[config.mk]
export PLATFORM = sky130hd
export DESIGN_NAME = apb_master_ctrl_flat
export DESIGN_NICKNAME = d
export VERILOG_FILES = /design/src/rtl/apb_pkg.sv /design/src/rtl/apb_master_ctrl_if.sv /design/src/rtl/apb_master_ctrl.sv /design/src/flat_wrapper.sv
export SDC_FILE = /design/constraint.sdc
export NUM_CORES = 1
export LEC_CHECK = 0
export ABC_CLOCK_PERIOD_IN_PS = 1750
export CAP_MARGIN = 20
export CORE_MARGIN = 3
export CORE_UTILIZATION = 36
export CTS_CLUSTER_DIAMETER = 120
export DETAILED_ROUTE_END_ITERATION = 10
export GPL_ROUTABILITY_DRIVEN = 0
export PLACE_DENSITY = 0.75
export SYNTH_ARGS = -nofsm -noshare
export SYNTH_HDL_FRONTEND = slang
export SYNTH_SLANG_ARGS = --single-unit
[constraint.sdc]
create_clock -name clk -period 1.75 [get_ports clk]
set_input_delay 0.35 -clock clk [delete_from_list [all_inputs] [get_ports clk]]
set_output_delay 0.35 -clock clk [all_outputs]
set_load 0.02 [all_outputs]
[src/rtl/apb_pkg.sv]
// Shared APB definitions: FSM state encoding, pprot bit positions, default bus widths.
// Latency: n/a (declarations only).
// Backpressure: n/a.
package apb_pkg;

    // Phase sequencing shared by the requester and the slave.
    typedef enum logic [1:0] {
        IDLE   = 2'd0,
        SETUP  = 2'd1,
        ACCESS = 2'd2
    } apb_state_t;

    // pprot bit positions.
    localparam int PROT_PRIV_BIT   = 0;
    localparam int PROT_NONSEC_BIT = 1;
    localparam int PROT_INSTR_BIT  = 2;
    localparam int PROT_W          = 3;

    // Default widths, sized for the 32-word slave memory.
    localparam int APB_ADDR_W = 5;
    localparam int APB_DATA_W = 32;

endpackage

[src/rtl/apb_master_ctrl_if.sv]
// Bundle of command, response and APB bus signals around the APB requester.
// Latency: n/a (wires only).
// Backpressure: cmd_ready gates command acceptance; pready stretches the ACCESS phase.
interface apb_master_ctrl_if
    import apb_pkg::*;
#(
    parameter int ADDR_W = APB_ADDR_W,
    parameter int DATA_W = APB_DATA_W
) ();

    // Command port from the local controller.
    logic              cmd_valid;
    logic              cmd_ready;
    logic              cmd_write;
    logic [ADDR_W-1:0] cmd_addr;
    logic [DATA_W-1:0] cmd_wdata;
    logic [PROT_W-1:0] cmd_prot;

    // Single-cycle completion port back to the local controller.
    logic              rsp_valid;
    logic [DATA_W-1:0] rsp_rdata;
    logic              rsp_err;
    logic              rsp_timeout;

    // APB bus.
    logic              psel;
    logic              penable;
    logic              pwrite;
    logic [ADDR_W-1:0] paddr;
    logic [DATA_W-1:0] pwdata;
    logic [PROT_W-1:0] pprot;
    logic              pready;
    logic              pslverr;
    logic [DATA_W-1:0] prdata;

    // Requester view.
    modport master (
        input  cmd_valid, cmd_write, cmd_addr, cmd_wdata, cmd_prot,
        output cmd_ready,
        output rsp_valid, rsp_rdata, rsp_err, rsp_timeout,
        output psel, penable, pwrite, paddr, pwdata, pprot,
        input  pready, pslverr, prdata
    );

    // Environment view: local controller plus APB slave.
    modport slave (
        output cmd_valid, cmd_write, cmd_addr, cmd_wdata, cmd_prot,
        input  cmd_ready,
        input  rsp_valid, rsp_rdata, rsp_err, rsp_timeout,
        input  psel, penable, pwrite, paddr, pwdata, pprot,
        output pready, pslverr, prdata
    );

endinterface

[src/rtl/apb_master_ctrl.sv]
// APB requester: one command at a time through SETUP/ACCESS, one-cycle response pulse.
// Latency: accept -> SETUP 1 cycle -> ACCESS until pready or timeout -> rsp_valid next edge.
// Backpressure: cmd_ready only in IDLE; pready stalls ACCESS, bounded by TIMEOUT (0 = unbounded).
module apb_master_ctrl
    import apb_pkg::*;
#(
    parameter int ADDR_W  = APB_ADDR_W,
    parameter int DATA_W  = APB_DATA_W,
    parameter int TIMEOUT = 16
) (
    input  logic                 clk,
    input  logic                 resetn,
    apb_master_ctrl_if.master    bus
);

    // A zero-width counter is not legal, so the disabled-timeout build keeps one bit.
    localparam int              CNT_W    = (TIMEOUT > 0) ? $clog2(TIMEOUT + 1) : 1;
    localparam logic [CNT_W-1:0] CNT_MAX  = '1;
    localparam logic [CNT_W-1:0] CNT_LAST = (TIMEOUT > 0) ? CNT_W'(TIMEOUT - 1) : '0;

    apb_state_t        state_q, state_d;
    logic [CNT_W-1:0]  wait_cnt_q, wait_cnt_d;

    logic              psel_q, psel_d;
    logic              penable_q, penable_d;
    logic              pwrite_q, pwrite_d;
    logic [ADDR_W-1:0] paddr_q, paddr_d;
    logic [DATA_W-1:0] pwdata_q, pwdata_d;
    logic [PROT_W-1:0] pprot_q, pprot_d;

    logic              rsp_valid_q, rsp_valid_d;
    logic [DATA_W-1:0] rsp_rdata_q, rsp_rdata_d;
    logic              rsp_err_q, rsp_err_d;
    logic              rsp_timeout_q, rsp_timeout_d;

    logic              cmd_ready;

    // The only combinational output; state resets to IDLE so this is high during reset.
    assign cmd_ready = (state_q == IDLE);

    // Next-state and next-output decode; everything holds unless a phase change updates it.
    always_comb begin
        state_d       = state_q;
        wait_cnt_d    = wait_cnt_q;
        psel_d        = psel_q;
        penable_d     = penable_q;
        pwrite_d      = pwrite_q;
        paddr_d       = paddr_q;
        pwdata_d      = pwdata_q;
        pprot_d       = pprot_q;
        rsp_valid_d   = 1'b0;
        rsp_rdata_d   = rsp_rdata_q;
        rsp_err_d     = rsp_err_q;
        rsp_timeout_d = rsp_timeout_q;

        unique case (state_q)
            IDLE: begin
                if (bus.cmd_valid && cmd_ready) begin
                    state_d    = SETUP;
                    wait_cnt_d = '0;
                    psel_d     = 1'b1;
                    penable_d  = 1'b0;
                    pwrite_d   = bus.cmd_write;
                    paddr_d    = bus.cmd_addr;
                    pwdata_d   = bus.cmd_wdata;
                    pprot_d    = bus.cmd_prot;
                end
            end

            SETUP: begin
                // pready is deliberately not looked at until ACCESS.
                state_d   = ACCESS;
                penable_d = 1'b1;
            end

            ACCESS: begin
                if (bus.pready) begin
                    state_d       = IDLE;
                    psel_d        = 1'b0;
                    penable_d     = 1'b0;
                    rsp_valid_d   = 1'b1;
                    rsp_err_d     = bus.pslverr;
                    rsp_timeout_d = 1'b0;
                    rsp_rdata_d   = (!pwrite_q && !bus.pslverr) ? bus.prdata : '0;
                end else begin
                    if (wait_cnt_q != CNT_MAX) begin
                        wait_cnt_d = wait_cnt_q + 1'b1;
                    end
                    // Abort in the TIMEOUT-th stalled cycle.
                    if ((TIMEOUT > 0) && (wait_cnt_q == CNT_LAST)) begin
                        state_d       = IDLE;
                        psel_d        = 1'b0;
                        penable_d     = 1'b0;
                        rsp_valid_d   = 1'b1;
                        rsp_err_d     = 1'b1;
                        rsp_timeout_d = 1'b1;
                        rsp_rdata_d   = '0;
                    end
                end
            end

            default: begin
                state_d   = IDLE;
                psel_d    = 1'b0;
                penable_d = 1'b0;
            end
        endcase
    end

    // State and registered outputs; reset drops the bus and suppresses any pending response.
    always_ff @(posedge clk or negedge resetn) begin
        if (!resetn) begin
            state_q       <= IDLE;
            wait_cnt_q    <= '0;
            psel_q        <= 1'b0;
            penable_q     <= 1'b0;
            pwrite_q      <= 1'b0;
            paddr_q       <= '0;
            pwdata_q      <= '0;
            pprot_q       <= '0;
            rsp_valid_q   <= 1'b0;
            rsp_rdata_q   <= '0;
            rsp_err_q     <= 1'b0;
            rsp_timeout_q <= 1'b0;
        end else begin
            state_q       <= state_d;
            wait_cnt_q    <= wait_cnt_d;
            psel_q        <= psel_d;
            penable_q     <= penable_d;
            pwrite_q      <= pwrite_d;
            paddr_q       <= paddr_d;
            pwdata_q      <= pwdata_d;
            pprot_q       <= pprot_d;
            rsp_valid_q   <= rsp_valid_d;
            rsp_rdata_q   <= rsp_rdata_d;
            rsp_err_q     <= rsp_err_d;
            rsp_timeout_q <= rsp_timeout_d;
        end
    end

    assign bus.cmd_ready   = cmd_ready;
    assign bus.psel        = psel_q;
    assign bus.penable     = penable_q;
    assign bus.pwrite      = pwrite_q;
    assign bus.paddr       = paddr_q;
    assign bus.pwdata      = pwdata_q;
    assign bus.pprot       = pprot_q;
    assign bus.rsp_valid   = rsp_valid_q;
    assign bus.rsp_rdata   = rsp_rdata_q;
    assign bus.rsp_err     = rsp_err_q;
    assign bus.rsp_timeout = rsp_timeout_q;

endmodule

[src/flat_wrapper.sv]
// flat-port wrapper written by rule: the top's interface ports become plain ports
module apb_master_ctrl_flat import apb_pkg::*;
#(
    parameter int ADDR_W  = APB_ADDR_W,
    parameter int DATA_W  = APB_DATA_W,
    parameter int TIMEOUT = 16
)
  (clk, resetn, bus_cmd_valid, bus_cmd_write, bus_cmd_addr, bus_cmd_wdata, bus_cmd_prot, bus_cmd_ready, bus_rsp_valid, bus_rsp_rdata, bus_rsp_err, bus_rsp_timeout, bus_psel, bus_penable, bus_pwrite, bus_paddr, bus_pwdata, bus_pprot, bus_pready, bus_pslverr, bus_prdata);
  apb_master_ctrl_if #(.ADDR_W(ADDR_W), .DATA_W(DATA_W)) bus_i ();
  input  logic clk;
  input  logic resetn;
  input wire logic [$bits(bus_i.cmd_valid)-1:0] bus_cmd_valid;
  input wire logic [$bits(bus_i.cmd_write)-1:0] bus_cmd_write;
  input wire logic [$bits(bus_i.cmd_addr)-1:0] bus_cmd_addr;
  input wire logic [$bits(bus_i.cmd_wdata)-1:0] bus_cmd_wdata;
  input wire logic [$bits(bus_i.cmd_prot)-1:0] bus_cmd_prot;
  output wire logic [$bits(bus_i.cmd_ready)-1:0] bus_cmd_ready;
  output wire logic [$bits(bus_i.rsp_valid)-1:0] bus_rsp_valid;
  output wire logic [$bits(bus_i.rsp_rdata)-1:0] bus_rsp_rdata;
  output wire logic [$bits(bus_i.rsp_err)-1:0] bus_rsp_err;
  output wire logic [$bits(bus_i.rsp_timeout)-1:0] bus_rsp_timeout;
  output wire logic [$bits(bus_i.psel)-1:0] bus_psel;
  output wire logic [$bits(bus_i.penable)-1:0] bus_penable;
  output wire logic [$bits(bus_i.pwrite)-1:0] bus_pwrite;
  output wire logic [$bits(bus_i.paddr)-1:0] bus_paddr;
  output wire logic [$bits(bus_i.pwdata)-1:0] bus_pwdata;
  output wire logic [$bits(bus_i.pprot)-1:0] bus_pprot;
  input wire logic [$bits(bus_i.pready)-1:0] bus_pready;
  input wire logic [$bits(bus_i.pslverr)-1:0] bus_pslverr;
  input wire logic [$bits(bus_i.prdata)-1:0] bus_prdata;
  assign bus_i.cmd_valid = bus_cmd_valid;
  assign bus_i.cmd_write = bus_cmd_write;
  assign bus_i.cmd_addr = bus_cmd_addr;
  assign bus_i.cmd_wdata = bus_cmd_wdata;
  assign bus_i.cmd_prot = bus_cmd_prot;
  assign bus_cmd_ready = bus_i.cmd_ready;
  assign bus_rsp_valid = bus_i.rsp_valid;
  assign bus_rsp_rdata = bus_i.rsp_rdata;
  assign bus_rsp_err = bus_i.rsp_err;
  assign bus_rsp_timeout = bus_i.rsp_timeout;
  assign bus_psel = bus_i.psel;
  assign bus_penable = bus_i.penable;
  assign bus_pwrite = bus_i.pwrite;
  assign bus_paddr = bus_i.paddr;
  assign bus_pwdata = bus_i.pwdata;
  assign bus_pprot = bus_i.pprot;
  assign bus_i.pready = bus_pready;
  assign bus_i.pslverr = bus_pslverr;
  assign bus_i.prdata = bus_prdata;
  apb_master_ctrl #(.ADDR_W(ADDR_W), .DATA_W(DATA_W), .TIMEOUT(TIMEOUT)) u_core (.clk(clk), .resetn(resetn), .bus(bus_i));
endmodule
; After elaboration in Yosys (flattened, before gate mapping)
; Index checks and enable logic that the tools add are counted.
[classes]
bitwise = 1
eq_ne = 8
n_mux = 23
n_addsub = 1
reduce_logical = 12
[op_table]
columns = cell, n
row1 = 32-bit 2-to-1 mux, 3
row2 = 5-bit 2-to-1 mux, 3
row3 = 1-bit 2-to-1 mux, 10
row4 = 5-bit case mux with 2 select lines, 1
row5 = 2-bit 2-to-1 mux, 3
row6 = 1-bit case mux with 3 select lines, 2
row7 = 2-bit case mux with 3 select lines, 1
row8 = 2-bit AND reduction, 3
row9 = "5-bit by 1-bit adder with 5-bit output, second input constant", 1
row10 = "5-bit by 4-bit equality test with 1-bit output, second input constant", 1
row11 = "5-bit != test, second input constant", 1
row12 = "2-bit != test, second input constant", 2
row13 = 4-bit AND reduction, 1
row14 = 2-bit nonzero test, 2
row15 = "3-bit by 2-bit != test with 1-bit output, second input constant", 1
row16 = 3-bit AND reduction, 1
row17 = "2-bit by 1-bit equality test with 1-bit output, second input constant", 1
row18 = "2-bit equality test, second input constant", 1
row19 = 1-bit logical AND, 2
row20 = 1-bit zero test, 2
row21 = 2-bit zero test, 1
row22 = "2-bit by 1-bit != test with 1-bit output, second input constant", 1
row23 = 1-bit inverter, 1
[word_totals]
out_inout_bits = 79
regBits = 85
in_bits = 78
wordCells = 57

; Depth between registers and ports, before layout
; Gate-level depths: netlist of the first run.
[depth]
ltp_word = 4
ltp_mapped = 6
depth_no_buf = 6

; Least setup slack after synthesis of the first run
; Ideal clock, no wire load.
[synth_path]
kind = reg-to-reg
startpoint = reg u_core.wait_cnt_q[0]
endpoint = reg u_core.wait_cnt_q[2]
slack_ns = -0.087
path_stages_with_launch = 7
arrival_ns = 1.774
setup_ns = 0.064
path_cell_list = dfrtp_1 -> ha_1 -> and3_1 -> ha_1 -> or4b_4 -> nor3b_1 -> a21o_1
[synth_via]
elab_chain_cells = 4
elab_cells_between_ends = 7
cone_classes = add/sub (1) / eq/ne (2) / mux (3) / reduce/logical (1)
[synth_rtl]
columns = element, line
row1 = from (decl), apb_master_ctrl.sv:22  ; logic [CNT_W-1:0] wait_cnt_q, wait_cnt_d;
row2 = from (signal assigned), apb_master_ctrl.sv:127  ; wait_cnt_q <= wait_cnt_d;
row3 = 5-bit by 1-bit adder with 5-bit output, apb_master_ctrl.sv:87  ; wait_cnt_d = wait_cnt_q + 1'b1;
row4 = 5-bit 2-to-1 mux, apb_master_ctrl.sv:86  ; if (wait_cnt_q != CNT_MAX) begin
row5 = 5-bit 2-to-1 mux, apb_master_ctrl.sv:77  ; if (bus.pready) begin
row6 = 5-bit case mux with 2 select lines, apb_master_ctrl.sv:56  ; unique case (state_q)
; Several ways; a longest one is shown, not always the timed one. The select of a mux whose other input is x is not followed.
; A chain may end at the register's enable or synchronous reset.

; Worst setup path after layout of the first run
; Same ends and word-level chain as after synthesis.

==> reports/qor.txt, run 1 <==
Max-slew headroom - 0.7439
Hold Vio Cnt, Final - 0
Setup CP Type - register to register
clk_lat worst skew - 340 ps
async set-reset flop share out of synthesis - 1.000
final antenna-violating net count - 0
unrepaired setup endpoints after global routing - yes
final worst setup slack - -63.36 ps
row count - 33
die area - 10130 µm²
ys flop type - dfrtp_1
hpwl dp - 6341 µm
IO Port Bufs - 156
Via density - 4.758
DIE HEIGHT - 100.7 µm
Congestion Overflow GR - 0
slowest stage delay, CP - 570 ps
Worst EP arrival - 2090 ps
Mapped Cells - 295
cell area after placement - 5006 µm²
core area - 8464 µm²
drt drc - 0
via count - 2736
syn avg cell area - 10.93 µm²
CTS tree - done
FF-to-FF setup slack - -60 ps
Sink Count - 84
Seq/Total Area, Yosys - 0.6517
wire per inst - 14.98 µm
Critical Path, Cell by Cell - ha_2 -> and3_4 -> ha_4 -> or4b_4 -> nor3b_2 -> a21o_1
maximum clock path buffer count - 2
Mapped Nets - 376
Final Cell Area - 5270 µm²
number of synthesized flops with an enable pin - 0
Max Clk Rate - 551.5 MHz
Tmin final - 1813 ps
P&R area growth vs syn - 63.38%
Hold Path Class - primary input to async pin
IO Count - 157
r2r startpoint - u_core.wait_cnt_q[0]
share of cells above drive strength 1 - 0.09787
GR Layer Usage met2 - 0.2861
ant diodes - 0
crit path max fanout - 5
Worst-path clk slew - 80 ps
Mapped Area - 3226 µm²
Initial DRC Count - 63
CP required - 2020 ps
TritonCTS buffer count - 9
Initial Util - 0.3811
nets - 548
clock root buffer - clkbuf_8
Max Clock Skew - 8.084 ps
worst reg2reg path depth - 6
vias in the first global route - 2886
met3 Usage GRT - 0.05467
gr busiest metal - met2
final setup fails - 2
Slowest cell on crit path - or4b_4
H-tree Lvls - 3
static leakage - 2.497 nW
Max rail drop VDD - 0.0008121 V
worst hold slack - 374.9 ps
Setup crit start kind - register
Routed WL - 8612 µm
gr usage total - 0.1777
failing checks - negative setup slack
Unique masters post-synth - 29
first-pass GRT wire length - 14370 µm
grt met1 use - 0.2332
power per cell area - 1738 nW/µm²
Period Utilization, post-route - 1.036
Tightest Pin Transition - 384.2 ps
die width - 100.7 µm
Final Slew Violations - 0
initial antenna violation count - 0
largest net degree at the start of global routing - 49
Seq cells post-synth - 84
Worst R2R End - u_core.wait_cnt_q[2]
TritonRoute pass-1 iters - 4
Max-Cap Viols - 0
run status - complete, but fails checks
CP endpoint kind - register
Synth Warn # - 0
-- report_power, final --
group / internal, mW / switching [mW]
Combinational: 2.27 / 2.33
Sequential: 2.80 / 0.500
Clock: 0.641 / 0.623
Total: 5.71 / 3.45
-- registers in the layout, indices dropped and copies added (netlist names) --
name and count:
u_core.bus.pwdata 32, u_core.bus.rsp_rdata 32, u_core.bus.paddr 5, u_core.wait_cnt_q 5, u_core.bus.pprot 3, u_core.state_q 2
u_core.bus.psel 1, u_core.bus.pwrite 1, u_core.bus.rsp_err 1, u_core.bus.rsp_timeout 1, u_core.bus.rsp_valid 1
-- Yosys cell counts (2+ instances only) --
master / instances / area, µm²
nand3_1: 3 / 15.01
a21oi_1: 3 / 15.01
a22o_1: 32 / 280.3
dfrtp_1: 84 / 2102
nor2_1: 3 / 11.26
o21ai_0: 3 / 15.01
nand2_1: 126 / 473.0
buf_4: 7 / 52.55
ha_1: 3 / 37.54
o22ai_1: 2 / 12.51
inv_1: 4 / 15.01
buf_2: 8 / 40.04
-- through the flow --
stage	instances	util	TNS, ps	total power, mW	setup slack (ps)
finish	575	0.6226	-88.93	9.160	-63.36
global route	575	0.6226	-276.4	9.787	-121.5
global placement	559	0.5914	-79.98	7.832	-11.21
CTS	574	0.6163	-79.62	9.238	-55.71
floorplan	295	-	0	5.540	6.263
detailed placement	559	0.5914	-1408	7.939	-52.94
-- kinds of logic after synthesis --
logic type               share of synthesized area
AO/OA/AOI/OAI                               0.1121
buffers and inverters                      0.03607
flip-flops                                  0.6517
AND/OR/NAND/NOR                             0.1854
adder cells (fa/ha/maj)                    0.01164
multiplexers                              0.003103
-- critical path: cells and delay by family (launching register included) --
family | cells | cell delay (ps)
DFF | 1 | 390
AOI/OAI and AO/OA | 1 | 100
adders and majority gates | 2 | 360
and+or+nand+nor | 3 | 900
-- cell usage in the layout, fill, tap and decap left out, types with 2 or more instances in the layout --
cell             count
dlygate4sd2_1        3
nor2_1               3
o22ai_1              2
clkbuf_1             2
ha_4                 2
clkdlybuf4s50_1    150
inv_1                4
buf_4               14
dfrtp_1             84
a22o_1              32
a21oi_1              3
nand3_2              2
clkinv_2             3
dlymetal6s2s_1       2
o21ai_0              2
clkbuf_8             9
buf_12               5
nand2_1            126
-- worst max path at each step --
stage	start	slack, ps	to	cells after the start
after floorplan	u_core.wait_cnt_q[0]	6	u_core.wait_cnt_q[2]	6
after global placement	bus_pready	-10	u_core.wait_cnt_q[3]	5
after detailed placement	bus_cmd_valid	-50	u_core.bus.pwdata[23]	5
after CTS	u_core.wait_cnt_q[0]	-60	u_core.wait_cnt_q[2]	6
after global routing	u_core.wait_cnt_q[1]	-120	u_core.wait_cnt_q[2]	6
final	u_core.wait_cnt_q[0]	-60	u_core.wait_cnt_q[2]	6
-- per-layer routing --
metal | part of all wire | vias to the layer above
li1 | - | 1311
met1 | 0.42 | 1305
met2 | 0.49 | 111
met3 | 0.085 | 9
met4 | 0.011 | 0
met5 | 0 | -
-- repair_timing --
action / CTS / global route
setup buffers: 0 / 1
hold endpoints to repair: 5 / 0
gates resized for setup: 9 / 8
setup endpoints to repair: 9 / 30
cloned: 0 / 0
hold buffers: 1 / 0
pin swaps: 2 / 1
-- cell type report --
class                           count  area [µm²]
Fill cell                         706        3194
Inverter                            6       23.77
Clock buffer                       11       131.4
Timing Repair Buffer              176        1779
Tap cell                          105       131.4
Clock inverter                      3       40.04
Sequential cell                    84        2102
Multi-Input combinational cell    190        1062
Power figures use the tool's default switching activity.
==> run 2, diff against run 1 <==
--- a/config.mk
+++ b/config.mk
@@ -12,6 +12,7 @@
 export CTS_CLUSTER_DIAMETER = 120
 export DETAILED_ROUTE_END_ITERATION = 10
 export GPL_ROUTABILITY_DRIVEN = 0
+export MAX_ROUTING_LAYER = met4
 export PLACE_DENSITY = 0.75
 export SYNTH_ARGS = -nofsm -noshare
 export SYNTH_HDL_FRONTEND = slang
==> reports/qor.txt, run 2 (synthesis gave the netlist of run 1 again) <==
share of cells above drive strength 1 - 0.09787
Hold Path Class - primary input to async pin
P&R area growth vs syn - 63.30%
commonest cells after routing, fill and taps aside - clkdlybuf4s50_1, nand2_1, dfrtp_1, a22o_1, buf_4
ant diodes - 0
nets - 548
Max rail drop VDD - 0.0008091 V
row count - 33
maximum clock path buffer count - 2
Power Total - 9.164 mW
Initial DRC Count - 74
die area - 10130 µm²
Worst EP arrival - 2090 ps
CP required - 2020 ps
total negative slack - -85.27 ps
IO Count - 157
worst hold slack - 376.1 ps
IO Port Bufs - 156
Slowest cell on crit path - or4b_4
Routed WL - 8596 µm
slowest stage delay, CP - 570 ps
crit path max fanout - 5
Worst-path clk slew - 80 ps
Tightest Pin Transition - 385.8 ps
Setup crit start kind - register
Tmin final - 1812 ps
hpwl dp - 6341 µm
Sink Count - 84
Max-Cap Viols - 0
Max Clk Rate - 551.8 MHz
Initial Util - 0.3811
CP endpoint kind - register
static leakage - 2.485 nW
Top Family by Delay on Critical Path - simple AND/OR/NAND/NOR gates
CTS tree - done
area of the multi-input gates - 1062 µm²
die width - 100.7 µm
vias in the first global route - 2888
worst slack, placed - -52.94 ps
TritonRoute pass-1 iters - 4
Hold Vio Cnt, Final - 0
Max Clock Skew - 9.157 ps
failing checks - negative setup slack
Buf+Inv Stages, Crit Path - 0
final antenna-violating net count - 0
clock root buffer - clkbuf_8
core area - 8464 µm²
Final Util - 0.6223
run status - complete, but fails checks
clk_lat worst skew - 340 ps
largest net degree at the start of global routing - 49
unrepaired setup endpoints after global routing - yes
Setup CP Type - register to register
final worst setup slack - -62.36 ps
H-tree Lvls - 3
final setup fails - 2
Final Slew Violations - 0
Max-slew headroom - 0.7428
first-pass GRT wire length - 14320 µm
drt drc - 0
TritonCTS buffer count - 9
gr usage total - 0.1824
register cell area after layout - 2102 µm²
Via density - 4.767
wire per inst - 14.95 µm
most common cell after layout, fill and taps aside - clkdlybuf4s50_1
power per cell area - 1740 nW/µm²
DIE HEIGHT - 100.7 µm
Critical Path, Cell by Cell - ha_2 -> and3_4 -> ha_4 -> or4b_4 -> nor3b_2 -> a21o_1
Fill cells - 707
Congestion Overflow GR - 0
initial antenna violation count - 0
via count - 2741
Period Utilization, post-route - 1.036
-- run 2: worst paths after layout --
check                           cells after the start                 start  slack (ps)               endpoint
worst max-delay path                                6  u_core.wait_cnt_q[0]         -60   u_core.wait_cnt_q[2]
worst min-delay path                                2                resetn         380   u_core.bus.pwdata[7]
worst max register to register                      6  u_core.wait_cnt_q[0]         -60   u_core.wait_cnt_q[2]
worst min register to register                      2   u_core.bus.pprot[1]         480    u_core.bus.pprot[1]
max in group asynchronous                           3                resetn         790  u_core.bus.pwdata[18]
min in group clk                                    2   u_core.bus.pprot[1]         480    u_core.bus.pprot[1]
-- run 2: through the flow --
| step | instances | instance area (µm²) |
|---|---|---|
| 2_1_floorplan | 295 | 3236 |
| 3_5_place_dp | 559 | 5006 |
| 6_report | 575 | 5268 |
| 3_3_place_gp | 559 | 5006 |
| 5_1_grt | 575 | 5268 |
| 4_1_cts | 574 | 5216 |
-- run 2: power by group --
group	total [mW]	leakage (nW)	internal, mW	switching [mW]
sequential	3.31	1.08	2.80	0.502
combinational	4.59	1.32	2.27	2.33
clock	1.26	0.0890	0.641	0.623
total	9.16	2.49	5.71	3.45
-- run 2: per-layer routing --
metal  routed length, µm  track usage  part of all wire
met1                3635       0.2368              0.42
met5                   0            -                 0
met4                 121      0.06010             0.014
met3                 645      0.03737             0.075
met2                4194       0.2866              0.49
-- run 2: area by class of cell --
type / instances / area share
Sequential cell: 84 / 0.3991
Timing Repair Buffer: 176 / 0.3373
Multi-Input combinational cell: 190 / 0.2017
Clock buffer: 11 / 0.02494
Tap cell: 105 / 0.02494
Clock inverter: 3 / 0.007601
Inverter: 6 / 0.004513
-- run 2: timing repair --
item,in CTS,in global routing
setup endpoints to repair,9,29
endpoints found under the hold margin,5,0
buffers inserted,0,1
gates resized for setup,9,7
hold buffers,1,0
pin swaps,2,1
